`config.mk`:
```
export PLATFORM = sky130hd
export DESIGN_NAME = mm_job_ctrl_flat
export DESIGN_NICKNAME = d
export VERILOG_FILES = /design/src/rtl/mm_job_ctrl_pkg.sv /design/src/rtl/mm_job_ctrl_if.sv /design/src/rtl/mm_job_ctrl_tmo_cnt.sv /design/src/rtl/mm_job_ctrl.sv /design/src/flat_wrapper.sv
export SDC_FILE = /design/constraint.sdc
export NUM_CORES = 1
export LEC_CHECK = 0
export CAP_MARGIN = 20
export CORE_MARGIN = 5
export CORE_UTILIZATION = 35
export CTS_CLUSTER_SIZE = 14
export DETAILED_ROUTE_END_ITERATION = 12
export DONT_BUFFER_PORTS = 1
export PLACE_DENSITY_LB_ADDON = 0.2
export SYNTH_ARGS = -nofsm -noshare
export SYNTH_HDL_FRONTEND = slang
export SYNTH_HIERARCHICAL = 1
export SYNTH_SLANG_ARGS = --single-unit
```
`constraint.sdc`:
```
create_clock -name clk -period 2.5 [get_ports clk]
set_input_delay 0.5 -clock clk [delete_from_list [all_inputs] [get_ports clk]]
set_output_delay 0.5 -clock clk [all_outputs]
set_load 0.1 [all_outputs]
```
`src/rtl/mm_job_ctrl_pkg.sv`:
```
// Shared definitions for the matrix-multiply job sequencer: default sizes and
// the sequencer state encoding.
package mm_job_ctrl_pkg;

  localparam int DW_DEF  = 8;   // operand width
  localparam int NE_DEF  = 8;   // elements per operand matrix
  localparam int TMO_DEF = 15;  // cycles allowed in each EOM wait state

  typedef enum logic [2:0] {
    ST_IDLE,
    ST_LOAD,
    ST_START,
    ST_WAIT_LO,
    ST_WAIT_HI,
    ST_READ
  } state_t;

endpackage

```
`src/rtl/mm_job_ctrl_if.sv`:
```
// Host operand/result streams plus the array-side register and STM/EOM
// signals. master = sequencer, slave = host + array environment.
interface mm_job_ctrl_if
  import mm_job_ctrl_pkg::*;
#(
  parameter int DW = DW_DEF,
  parameter int NE = NE_DEF
);
  localparam int AW = $clog2(2*NE);
  localparam int RW = $clog2(NE);

  logic [DW-1:0]   in_data;
  logic            in_valid;
  logic            in_ready;
  logic            we;
  logic [AW-1:0]   waddr;
  logic [DW-1:0]   wdata;
  logic            stm;
  logic            eom;
  logic [RW-1:0]   rsel;
  logic [2*DW-1:0] rdata;
  logic [2*DW-1:0] out_data;
  logic            out_valid;
  logic            out_ready;
  logic            busy;
  logic            tmo_err;

  modport master (
    input  in_data, in_valid, eom, rdata, out_ready,
    output in_ready, we, waddr, wdata, stm, rsel, out_data, out_valid, busy, tmo_err
  );

  modport slave (
    output in_data, in_valid, eom, rdata, out_ready,
    input  in_ready, we, waddr, wdata, stm, rsel, out_data, out_valid, busy, tmo_err
  );

endinterface

```
`src/rtl/mm_job_ctrl_tmo_cnt.sv`:
```
// Loadable down-counter with a zero flag; bounds the EOM wait states.
module mm_job_ctrl_tmo_cnt #(
  parameter int W = 4
) (
  input  logic         clk,
  input  logic         rst_n,
  input  logic         load,
  input  logic [W-1:0] load_val,
  input  logic         dec,
  output logic         zero
);

  logic [W-1:0] cnt;

  // NOTE: sequential state uses non-blocking assignments so every flop
  // samples pre-edge values regardless of block ordering.
  always_ff @(posedge clk or negedge rst_n) begin
    if (!rst_n) begin
      cnt <= '0;
    end else if (load) begin
      cnt <= load_val;
    end else if (dec && (cnt != '0)) begin
      cnt <= cnt - W'(1);
    end
  end

  assign zero = (cnt == '0);

endmodule

```
`src/rtl/mm_job_ctrl.sv`:
```
// Host-side sequencer for the matrix-multiply array: loads 2*NE operands,
// pulses STM, tracks EOM with a timeout, then streams NE results.
module mm_job_ctrl
  import mm_job_ctrl_pkg::*;
#(
  parameter int DW  = DW_DEF,
  parameter int NE  = NE_DEF,
  parameter int TMO = TMO_DEF
) (
  input  logic          clk,
  input  logic          rst_n,
  mm_job_ctrl_if.master bus
);

  localparam int AW = $clog2(2*NE);
  localparam int RW = $clog2(NE);
  localparam int TW = $clog2(TMO+1);

  state_t        state, state_nx;
  logic [AW-1:0] wcnt, wcnt_nx;
  logic [RW-1:0] rcnt, rcnt_nx;
  logic          tmo_err_q, tmo_err_nx;
  logic          tmo_load, tmo_dec, tmo_zero;
  logic          in_ready_c, accept;

  mm_job_ctrl_tmo_cnt #(.W(TW)) u_tmo (
    .clk      (clk),
    .rst_n    (rst_n),
    .load     (tmo_load),
    .load_val (TW'(TMO-1)),
    .dec      (tmo_dec),
    .zero     (tmo_zero)
  );

  always_ff @(posedge clk or negedge rst_n) begin
    if (!rst_n) begin
      state     <= ST_IDLE;
      wcnt      <= '0;
      rcnt      <= '0;
      tmo_err_q <= 1'b0;
    end else begin
      state     <= state_nx;
      wcnt      <= wcnt_nx;
      rcnt      <= rcnt_nx;
      tmo_err_q <= tmo_err_nx;
    end
  end

  always_comb begin
    // NOTE: every signal gets a default first, so no path can leave one
    // unassigned and infer a latch.
    state_nx   = state;
    wcnt_nx    = wcnt;
    rcnt_nx    = rcnt;
    tmo_err_nx = tmo_err_q;
    tmo_load   = 1'b0;
    tmo_dec    = 1'b0;

    // Gated by rst_n so the host sees no readiness while reset is held.
    in_ready_c = rst_n && ((state == ST_IDLE) || (state == ST_LOAD));
    accept     = in_ready_c && bus.in_valid;

    unique case (state)
      ST_IDLE: if (accept) begin
        wcnt_nx    = AW'(1);
        tmo_err_nx = 1'b0;
        state_nx   = ST_LOAD;
      end
      ST_LOAD: if (accept) begin
        if (wcnt == AW'(2*NE-1)) begin
          wcnt_nx  = '0;
          state_nx = ST_START;
        end else begin
          wcnt_nx  = wcnt + AW'(1);
        end
      end
      ST_START: begin
        tmo_load = 1'b1;
        state_nx = ST_WAIT_LO;
      end
      ST_WAIT_LO: begin
        if (!bus.eom) begin
          tmo_load = 1'b1;
          state_nx = ST_WAIT_HI;
        end else if (tmo_zero) begin
          tmo_err_nx = 1'b1;
          state_nx   = ST_IDLE;
        end else begin
          tmo_dec = 1'b1;
        end
      end
      ST_WAIT_HI: begin
        if (bus.eom) begin
          state_nx = ST_READ;
        end else if (tmo_zero) begin
          tmo_err_nx = 1'b1;
          state_nx   = ST_IDLE;
        end else begin
          tmo_dec = 1'b1;
        end
      end
      ST_READ: if (bus.out_ready) begin
        if (rcnt == RW'(NE-1)) begin
          rcnt_nx  = '0;
          state_nx = ST_IDLE;
        end else begin
          rcnt_nx  = rcnt + RW'(1);
        end
      end
      default: state_nx = ST_IDLE;
    endcase

    bus.in_ready  = in_ready_c;
    bus.we        = accept;
    bus.waddr     = wcnt;
    bus.wdata     = rst_n ? bus.in_data : {DW{1'b0}};
    bus.stm       = (state == ST_START);
    bus.rsel      = rcnt;
    bus.out_valid = (state == ST_READ);
    bus.out_data  = (state == ST_READ) ? bus.rdata : {2*DW{1'b0}};
    bus.busy      = (state != ST_IDLE);
    bus.tmo_err   = tmo_err_q;
  end

endmodule

```
`src/flat_wrapper.sv`:
```
// flat-port wrapper written by rule: the top's interface ports become plain ports
module mm_job_ctrl_flat import mm_job_ctrl_pkg::*;
#(
  parameter int DW  = DW_DEF,
  parameter int NE  = NE_DEF,
  parameter int TMO = TMO_DEF
)
  (clk, rst_n, bus_in_data, bus_in_valid, bus_eom, bus_rdata, bus_out_ready, bus_in_ready, bus_we, bus_waddr, bus_wdata, bus_stm, bus_rsel, bus_out_data, bus_out_valid, bus_busy, bus_tmo_err);
  mm_job_ctrl_if #(.DW(DW), .NE(NE)) bus_i ();
  input  logic clk;
  input  logic rst_n;
  input wire logic [$bits(bus_i.in_data)-1:0] bus_in_data;
  input wire logic [$bits(bus_i.in_valid)-1:0] bus_in_valid;
  input wire logic [$bits(bus_i.eom)-1:0] bus_eom;
  input wire logic [$bits(bus_i.rdata)-1:0] bus_rdata;
  input wire logic [$bits(bus_i.out_ready)-1:0] bus_out_ready;
  output wire logic [$bits(bus_i.in_ready)-1:0] bus_in_ready;
  output wire logic [$bits(bus_i.we)-1:0] bus_we;
  output wire logic [$bits(bus_i.waddr)-1:0] bus_waddr;
  output wire logic [$bits(bus_i.wdata)-1:0] bus_wdata;
  output wire logic [$bits(bus_i.stm)-1:0] bus_stm;
  output wire logic [$bits(bus_i.rsel)-1:0] bus_rsel;
  output wire logic [$bits(bus_i.out_data)-1:0] bus_out_data;
  output wire logic [$bits(bus_i.out_valid)-1:0] bus_out_valid;
  output wire logic [$bits(bus_i.busy)-1:0] bus_busy;
  output wire logic [$bits(bus_i.tmo_err)-1:0] bus_tmo_err;
  assign bus_i.in_data = bus_in_data;
  assign bus_i.in_valid = bus_in_valid;
  assign bus_i.eom = bus_eom;
  assign bus_i.rdata = bus_rdata;
  assign bus_i.out_ready = bus_out_ready;
  assign bus_in_ready = bus_i.in_ready;
  assign bus_we = bus_i.we;
  assign bus_waddr = bus_i.waddr;
  assign bus_wdata = bus_i.wdata;
  assign bus_stm = bus_i.stm;
  assign bus_rsel = bus_i.rsel;
  assign bus_out_data = bus_i.out_data;
  assign bus_out_valid = bus_i.out_valid;
  assign bus_busy = bus_i.busy;
  assign bus_tmo_err = bus_i.tmo_err;
  mm_job_ctrl #(.DW(DW), .NE(NE), .TMO(TMO)) u_core (.clk(clk), .rst_n(rst_n), .bus(bus_i));
endmodule
```
==> results_dict.tcl <==
set metrics [dict create \
    post_cts_buffers 0 \
    fin_util 0.543 \
    peakVddDrop_mv 0.884 \
    synth_warnings 6 \
    required_ns 2.00 \
    powerDensity_mw_per_mm2 1260 \
    p_comb_frac 0.721 \
    crit_chain "and3b_1, and2_1, buf_12" \
    place.gp.congestion 0.792 \
    fmax_ghz 0.441 \
    grt_pass1_vias 996 \
    cts_tree "done" \
    slowest_stage "dfrtp_1" \
    crit_family "simple AND/OR/NAND/NOR gates" \
    yosysSeqAreaShare 0.339 \
    crit_arrival_ns 1.77 \
    setup_viol_count_final 0 \
    relSlewSlack 0.366 \
    tightest_slew_ns 0.951 \
    r2r_cells 6 \
    drc 0 \
    hold_buffers 1 \
    critPathLaunch "u_core/state[0]" \
    hold_path.class "input pin to register" \
    crit_end "bus_out_data[10]" \
    switching_power_mw 1.27 \
    grt_pass1_wl_um 4820 \
    pwr-share-seq 0.213 \
    status "completed" \
    ctsLongestPathBuffers 2 \
    cts_resized 0 \
    r2r_start "u_core/state[0]" \
    critical_path_class "register to output port" \
    nets 203 \
    p_int_mw 0.815 \
    avgSynthCellArea_um2 8.40 \
    slowest_delay_ns 0.57 \
    maxCapViolations 0 \
    cts-root-buf "clkbuf_4" \
    rsz0062_at_grt "false" \
    cts_buffers 3 \
    post_drt_wl_per_cell_um 14.1 \
    diodes 0 \
    critical_path_depth 3 \
    crit_buf_inv 1 \
    clkTransAtPathRegs_ns 0.09 \
    end_kind "output port" \
    place_ws_ns 0.382 \
    antenna_found_initial 0 \
    fp.dieArea_mm2 0.00439 \
    dr.pass1.iters 4 \
    finalHoldViolations 0 \
    clock_sinks 15 \
    grt_max_degree 19 \
    grt_overflow 0 \
    ant_nets 0 \
    core-area_mm2 0.00305 \
    swShare 0.609 \
    synth_seq_cells 15 \
    dp_hpwl_um 2540 \
    syn_area_mm2 0.00111 \
    r2r-end "u_core/u_tmo/cnt[1]" \
    pwr-share-clk 0.067 \
    vias 1013 \
    clock_latency_ns 0.29 \
    ff2ff_setup_slack_ns 0.33 \
    finClkSkew_ns 0.00349 \
    p_leak_nw 0.757 \
    drt-total-wl_um 3000 \
    min_period_over_period 0.907 \
    ioPinCount 66 \
    synthToLayoutAreaGrowth_pct 49.5 \
    synthCells 132 \
    row_count 20 \
    avgViaCountPerCell 4.76 \
    placement.io_buffers 0 \
    start_util 0.363 \
    drive_above_1_share 0.343 \
    drtIter0Drc 16 \
    cp_max_fo 18 \
    worst_slack_ns 0.232 \
    start_kind "register" \
    slew_violations 0 \
    die_y_um 66.3 \
    finalCriticalPeriod_ns 2.27 \
    htreeDepth 1 \
    die_w_um 66.3 \
    grt_usage 0.143 \
    yosysUniqueCellTypes 40 \
]
[state kept, by name, summed over array words and instances, names as in the netlist]
signal,flops
u_core/bus.waddr,4
u_core/u_tmo/cnt,4
u_core/bus.rsel,3
u_core/state,3
u_core/bus.tmo_err,1
[worst min path at each step]
stage | endpoint | start | depth (start not counted)
5_1_grt | u_core/state[0] | rst_n | 2
6_report | u_core/state[0] | rst_n | 2
4_1_cts | u_core/state[0] | rst_n | 2
3_5_place_dp | u_core/bus.rsel[1] | rst_n | 0
3_3_place_gp | u_core/bus.rsel[0] | rst_n | 0
2_1_floorplan | u_core/bus.rsel[0] | rst_n | 0
[layout make-up]
type / count / area, um^2
clock buffers: 3 / 22.5
flip-flops and latches: 15 / 375
inverters: 6 / 22.5
multi-input cells: 106 / 689
clock inverters: 1 / 5.00
well taps: 44 / 55.1
repair buffers: 38 / 488
fillers: 292 / 1400
[synthesized netlist by cell type]
cell type | instances | area share
a21o_1 | 3 | 0.020
a21oi_1 | 7 | 0.032
a221o_1 | 1 | 0.0090
a31oi_1 | 2 | 0.011
and2_1 | 25 | 0.14
and3b_1 | 1 | 0.0079
and4b_1 | 1 | 0.0090
buf_2 | 3 | 0.014
buf_4 | 1 | 0.0068
buf_6 | 1 | 0.010
clkbuf_1 | 2 | 0.0068
conb_1 | 2 | 0.0068
dfrtp_1 | 15 | 0.34
ha_1 | 4 | 0.045
inv_1 | 6 | 0.020
mux2_2 | 2 | 0.020
nand2_1 | 11 | 0.037
nand2b_1 | 2 | 0.011
nand3_1 | 3 | 0.014
nand4_1 | 1 | 0.0056
nand4bb_1 | 1 | 0.010
nor2_1 | 9 | 0.030
nor2b_1 | 1 | 0.0056
nor3_1 | 3 | 0.014
nor3b_1 | 2 | 0.014
nor3b_2 | 1 | 0.011
nor4b_2 | 1 | 0.014
o2111a_1 | 1 | 0.010
o211ai_2 | 1 | 0.011
o21a_1 | 1 | 0.0068
o21ai_0 | 9 | 0.041
o21ai_1 | 1 | 0.0045
o22ai_2 | 1 | 0.011
o31a_1 | 1 | 0.0079
or2_2 | 1 | 0.0056
or2b_1 | 1 | 0.0068
or3_1 | 1 | 0.0056
or3b_1 | 1 | 0.0079
or3b_4 | 1 | 0.010
or4_1 | 1 | 0.0068
[placed cells by master (no fill, tap or decap), types with 4 or more instances in the layout]
cell,instances
a21oi_1,7
nor2_1,8
ha_1,4
conb_1,4
dfrtp_1,15
and2_1,17
inv_1,6
nand2_1,11
buf_4,21
o21ai_0,9
and2_2,8
buf_12,16
[cells by family after synthesis]
logic type,count (synthesis),share of synthesized area
buffers and inverters,13,0.0576
AOI/OAI and AO/OA,28,0.165
other,2,0.00677
muxes,2,0.0203
DFF,15,0.339
adders and majority gates,4,0.0451
and+or+nand+nor,68,0.367
[routing by layer]
| metal | routed length, um | track usage |
|---|---|---|
| met5 | 0 | 0 |
| met4 | 12 | 0.0254 |
| met3 | 273 | 0.0595 |
| met2 | 1500 | 0.259 |
| met1 | 1210 | 0.156 |
[power by group through the flow]
stage          clock (mW)  combinational (mW)  sequential (mW)
6_report            0.139                1.50            0.443
4_1_cts             0.149                1.52            0.443
3_3_place_gp            0                1.49            0.437
3_5_place_dp            0                1.51            0.448
2_1_floorplan           0               0.855            0.769
5_1_grt             0.157                1.59            0.465
[stage by stage]
step / TNS [ns] / std cells / instance area, um^2 / hold WS, ns / power, mW
floorplan: -0.0423 / 134 / 1130 / 0.204 / 1.62
global placement: 0 / 208 / 1620 / 0.205 / 1.93
detailed placement: 0 / 208 / 1620 / 0.205 / 1.95
CTS: 0 / 213 / 1660 / 0.398 / 2.11
global route: 0 / 213 / 1660 / 0.423 / 2.21
finish: 0 / 213 / 1660 / 0.404 / 2.09
Power figures use the tool's default switching activity.
